--- config.mk ---
export PLATFORM = sky130hd
export DESIGN_NAME = hazard_controller
export DESIGN_NICKNAME = d
export VERILOG_FILES = /design/src/rtl/hazard_controller_pkg.sv /design/src/rtl/hazard_fwd_sel.sv /design/src/rtl/hazard_controller.sv
export SDC_FILE = /design/constraint.sdc
export NUM_CORES = 1
export LEC_CHECK = 0
export BUFFER_PORTS_ARGS = -buffer_cell sky130_fd_sc_hd__buf_4
export CAP_MARGIN = 40
export CELL_PAD_IN_SITES_DETAIL_PLACEMENT = 0
export CELL_PAD_IN_SITES_GLOBAL_PLACEMENT = 1
export CORE_MARGIN = 2
export CORE_UTILIZATION = 37
export DETAILED_ROUTE_END_ITERATION = 8
export GPL_ROUTABILITY_DRIVEN = 0
export PLACE_DENSITY = 0.76
export SYNTH_ARGS = -nofsm -noshare
export SYNTH_HDL_FRONTEND = slang
export SYNTH_SLANG_ARGS = --single-unit
--- constraint.sdc ---
create_clock -name clk -period 2.5 [get_ports clk]
set_input_delay 0.25 -clock clk [delete_from_list [all_inputs] [get_ports clk]]
set_output_delay 0.25 -clock clk [all_outputs]
set_load 0.02 [all_outputs]
--- src/rtl/hazard_controller_pkg.sv ---
// Shared types and constants for the pipeline hazard controller.
// Holds the debug FSM encoding, forward-select codes and the counter helper.
package hazard_controller_pkg;

  typedef enum logic [1:0] {
    RUN    = 2'b00,
    HALTED = 2'b01,
    STEP   = 2'b10
  } hc_state_e;

  localparam logic [1:0] FWD_RF  = 2'b00;
  localparam logic [1:0] FWD_WB  = 2'b01;
  localparam logic [1:0] FWD_MEM = 2'b10;

  localparam int CNT_W = 16;

  // Saturating increment: the event counters stick at all-ones.
  function automatic logic [CNT_W-1:0] sat_inc(input logic [CNT_W-1:0] v);
    return (&v) ? v : v + CNT_W'(1);
  endfunction

endpackage

--- src/rtl/hazard_fwd_sel.sv ---
// Forward select for one execute-stage ALU operand.
// Memory stage wins over writeback; register x0 is never forwarded.
module hazard_fwd_sel
  import hazard_controller_pkg::*;
(
  input  logic [4:0] rs_e_i,
  input  logic [4:0] rd_m_i,
  input  logic [4:0] rd_w_i,
  input  logic       reg_write_m_i,
  input  logic       reg_write_w_i,
  output logic [1:0] fwd_o
);

  logic hit_m;
  logic hit_w;

  assign hit_m = reg_write_m_i && (rd_m_i != 5'd0) && (rd_m_i == rs_e_i);
  assign hit_w = reg_write_w_i && (rd_w_i != 5'd0) && (rd_w_i == rs_e_i);

  always_comb begin
    fwd_o = FWD_RF;
    if (hit_m)      fwd_o = FWD_MEM;
    else if (hit_w) fwd_o = FWD_WB;
  end

endmodule

--- src/rtl/hazard_controller.sv ---
// Five-stage pipeline hazard unit with debug halt/single-step and event counters.
// Forwarding and stall/flush are combinational; FSM state and counters are registered.
//
// state  | meaning
// RUN    | normal execution, hazard logic drives stall/flush
// HALTED | debug halt: fetch/decode frozen, execute bubbled, halt_ack high
// STEP   | one cycle of normal execution released from HALTED
module hazard_controller
  import hazard_controller_pkg::*;
(
  input  logic                 clk,
  input  logic                 rst,
  input  logic [4:0]           Rs1D,
  input  logic [4:0]           Rs2D,
  input  logic [4:0]           Rs1E,
  input  logic [4:0]           Rs2E,
  input  logic [4:0]           RdE,
  input  logic [4:0]           RdM,
  input  logic [4:0]           RdW,
  input  logic                 RegWriteE,
  input  logic                 RegWriteM,
  input  logic                 RegWriteW,
  input  logic                 ResultSrcE,
  input  logic                 PCSrcE,
  input  logic                 halt_req,
  input  logic                 step_req,
  input  logic                 cnt_clr,
  output logic [1:0]           ForwardAE,
  output logic [1:0]           ForwardBE,
  output logic                 StallF,
  output logic                 StallD,
  output logic                 FlushD,
  output logic                 FlushE,
  output logic                 halt_ack,
  output logic [CNT_W-1:0]     stall_cnt,
  output logic [CNT_W-1:0]     flush_cnt
);

  hc_state_e        state_q, state_d;
  logic [CNT_W-1:0] stall_cnt_q, stall_cnt_d;
  logic [CNT_W-1:0] flush_cnt_q, flush_cnt_d;
  logic             lw_stall;

  hazard_fwd_sel u_fwd_a (
    .rs_e_i        (Rs1E),
    .rd_m_i        (RdM),
    .rd_w_i        (RdW),
    .reg_write_m_i (RegWriteM),
    .reg_write_w_i (RegWriteW),
    .fwd_o         (ForwardAE)
  );

  hazard_fwd_sel u_fwd_b (
    .rs_e_i        (Rs2E),
    .rd_m_i        (RdM),
    .rd_w_i        (RdW),
    .reg_write_m_i (RegWriteM),
    .reg_write_w_i (RegWriteW),
    .fwd_o         (ForwardBE)
  );

  assign lw_stall = ResultSrcE && RegWriteE && (RdE != 5'd0) &&
                    ((RdE == Rs1D) || (RdE == Rs2D));

  // A taken branch squashes the load-use victim, so it beats the stall.
  always_comb begin
    StallF   = 1'b0;
    StallD   = 1'b0;
    FlushD   = 1'b0;
    FlushE   = 1'b0;
    halt_ack = 1'b0;
    if (state_q == HALTED) begin
      StallF   = 1'b1;
      StallD   = 1'b1;
      FlushE   = 1'b1;
      halt_ack = 1'b1;
    end else begin
      StallF = lw_stall && !PCSrcE;
      StallD = lw_stall && !PCSrcE;
      FlushD = PCSrcE;
      FlushE = PCSrcE || lw_stall;
    end
  end

  always_comb begin
    state_d = state_q;
    case (state_q)
      RUN:     if (halt_req && !lw_stall && !PCSrcE) state_d = HALTED;
      HALTED: begin
        if (!halt_req)     state_d = RUN;
        else if (step_req) state_d = STEP;
      end
      STEP:    state_d = halt_req ? HALTED : RUN;
      default: state_d = RUN;
    endcase
  end

  // Halt-induced stalls are excluded; only hazard stalls are counted.
  always_comb begin
    stall_cnt_d = stall_cnt_q;
    flush_cnt_d = flush_cnt_q;
    if (cnt_clr) begin
      stall_cnt_d = '0;
      flush_cnt_d = '0;
    end else begin
      if (StallD && (state_q != HALTED)) stall_cnt_d = sat_inc(stall_cnt_q);
      if (FlushD)                        flush_cnt_d = sat_inc(flush_cnt_q);
    end
  end

  always_ff @(posedge clk or negedge rst) begin
    if (!rst) begin
      state_q     <= RUN;
      stall_cnt_q <= '0;
      flush_cnt_q <= '0;
    end else begin
      state_q     <= state_d;
      stall_cnt_q <= stall_cnt_d;
      flush_cnt_q <= flush_cnt_d;
    end
  end

  assign stall_cnt = stall_cnt_q;
  assign flush_cnt = flush_cnt_q;

endmodule

==> metrics <==
overall via count from detail_route 2,315; Post-Synthesis Mean Instance Area 9.21 µm²; Setup WS post-layout 0.267 ns; required time at the endpoint of the critical path 2.67 ns; highest cell delay on the worst timing path 0.75 ns; Multi-input gate area 1520 µm²; number of DRC violations after detailed-routing iteration 0 105; FF+latch count, synth 34; Total Die Area 7370 µm²; I/O pin count 86; number of synthesized flops with an enable pin 0; maximum clock insertion buffer count 2; slew of the pin with the lowest slew margin 0.833 ns; setup skew after layout 0.00650 ns; clock transition at the registers of the reported paths 0.08 ns; ys flop type sky130_fd_sc_hd__dfrtp_1; pre-CTS setup slack 0.279 ns; total global routing track utilization 17.4%; highest-delay cell along the critical path sky130_fd_sc_hd__or4_1; Total Neg Setup Slack 0 ns; area of the core region 6420 µm²; number of port buffers 85; Syn Inst Count 269; vias per std cell 5.40; total CTS buffers 5; largest net degree at the start of global routing 39; fraction of layout cells with a size suffix above 1 32.4%; Post-DRT Antenna Nets 0; number of fillers in the final layout 638; WL final 6420 µm; clk root buf sky130_fd_sc_hd__clkbuf_8; shortest period the worst path allows 2.23 ns; startpoint types flop; reg2reg setup slack 0.27 ns; number of global-route vias before repair 2,194; post-synthesis instance area 2480 µm²; first-pass iteration count of the detailed router 6; Die H 85.8 µm; total congestion overflow 0; IR drop worst, VDD 0.195 mV; Worst setup EP type flop; largest driver fanout on the critical path 10; critical path depth in cells 6; Diodes inserted 0; remaining max-slew budget at the tightest pin 44.5%; kind of cell with the highest combined delay on the critical path simple AND/OR/NAND/NOR gates; total half-perimeter wirelength after legalization and detailed placement 4730 µm; chip width 85.8 µm; Post-CTS Repair Setup Buffers 0; post-synthesis cell type count 46; Layout Utilization 51.3%; remaining routing DRC violations 0; worst min path class in -> reg; most common cell after layout, fill and taps aside sky130_fd_sc_hd__buf_4; WP buf/inv 0; startpoint of the tightest hold check path halt_req; number of endpoints failing setup at the final stage 0; leakage power of the design 0.00140 µW; timing startpoint of the critical path stall_cnt[0]; number of cells traversed by the worst register-to-register path 6; cell-by-cell listing of the critical path ha_1 -> nand4_1 -> or4_1 -> nand2_8 -> nor4_4 -> mux2_4; Clk Latency, worst-skew pair 0.29 ns; commonest cells after routing, fill and taps aside sky130_fd_sc_hd__buf_4, sky130_fd_sc_hd__dfrtp_1, sky130_fd_sc_hd__xor2_1; Routed WL per cell 15.0 µm; peak clock frequency supported by timing 0.448 GHz; NumNets Final 398; layout-stage area growth over the synthesis result 33.0%; end of the worst register-to-register path stall_cnt[0]; count of endpoints failing hold in the final timing report 0; asr flop ratio synth 100%; capturing instance or port of the critical path stall_cnt[0]; total power per unit cell area 445 nW/µm²; final period utilization 89.3%; num rows 29; H-Tree Level Count 2; Reg-to-Reg Start stall_cnt[0]; antenna violations before repair 0; clock net sink count 34; initial core utilization 38.6%; sequential element share of the synthesized area 34.3%; result of the run finished, final reports clean; register area 851 µm²; number of warnings printed during yosys synthesis 0; Post-Synthesis Net Count 316; CP arrival 2.41 ns; max-slew violation total from the final report 0; global-route wire length before repair 10,500 µm; clock tree from TritonCTS yes; critical path class reg -> reg; unrepaired setup endpoints after global routing no; number of violations of the max-capacitance limit 0
[flip-flops by register name, summed over array words and instances (netlist names)]
name and cells:
flush_cnt 16, stall_cnt 16, state_q 2
[how the worst min path moves through the flow]
stage                     slack (ns)  depth (start not counted)           end
after floorplan                -0.05                          0  flush_cnt[0]
after global placement          0.24                          1  flush_cnt[4]
after detailed placement        0.24                          1  flush_cnt[4]
after CTS                       0.22                          2    state_q[1]
after global routing            0.22                          2    state_q[1]
final                           0.22                          2    state_q[1]
[what timing repair did]
action / CTS / global route
endpoints found under the hold margin: 34 / 0
hold buffers: 1 / 0
resized for setup: 0 / 0
[cells in the mapped netlist (7+ instances only)]
master / n / share of area [%]
sky130_fd_sc_hd__a21oi_1: 16 / 3.2
sky130_fd_sc_hd__dfrtp_1: 34 / 34
sky130_fd_sc_hd__o31ai_1: 7 / 2.1
sky130_fd_sc_hd__nand4_1: 14 / 3.5
sky130_fd_sc_hd__nand3_1: 16 / 3.2
sky130_fd_sc_hd__xnor2_1: 16 / 5.7
sky130_fd_sc_hd__or3_1: 7 / 1.8
sky130_fd_sc_hd__xor2_1: 25 / 8.8
sky130_fd_sc_hd__nor2_1: 24 / 3.6
sky130_fd_sc_hd__or4_1: 13 / 3.9
sky130_fd_sc_hd__nand2_1: 12 / 1.8
sky130_fd_sc_hd__o21ai_0: 8 / 1.6
sky130_fd_sc_hd__nor4_1: 7 / 1.8
[layout make-up]
| cell class | instances | area share (%) |
|---|---|---|
| Clock buffer | 6 | 2.51 |
| Clock inverter | 2 | 1.82 |
| Inverter | 6 | 0.683 |
| Multi-Input combinational cell | 216 | 46.1 |
| Sequential cell | 34 | 25.8 |
| Tap cell | 77 | 2.92 |
| Timing Repair Buffer | 88 | 20.1 |
[kinds of logic after synthesis]
family	Yosys count	share of synthesized area (%)
AO/OA/AOI/OAI	42	11.0
XOR/XNOR	41	14.5
adder cells (fa/ha/maj)	2	1.01
buffers and inverters	19	4.34
flip-flops	34	34.3
multiplexers	7	3.69
AND/OR/NAND/NOR	124	31.2
[where the power goes]
part	switching (µW)	internal, µW
Combinational	138	110
Clock	229	426
Sequential	8.05	556
Total	375	1090
[metrics by stage]
step | hold slack, ns | total power [µW] | area [µm²] | instances
after floorplan | -0.0456 | 703 | 2480 | 269
after global placement | 0.241 | 823 | 3140 | 420
after detailed placement | 0.238 | 824 | 3140 | 420
after CTS | 0.216 | 1480 | 3300 | 429
after global routing | 0.219 | 1530 | 3300 | 429
final | 0.221 | 1470 | 3300 | 429
[routing by layer]
layer / share of wire [%] / global-route usage (%)
met5: 0 / 0
met4: 0.37 / 2.60
met3: 4.0 / 3.18
met2: 47 / 28.2
met1: 48 / 24.8
Power figures use the tool's default switching activity.
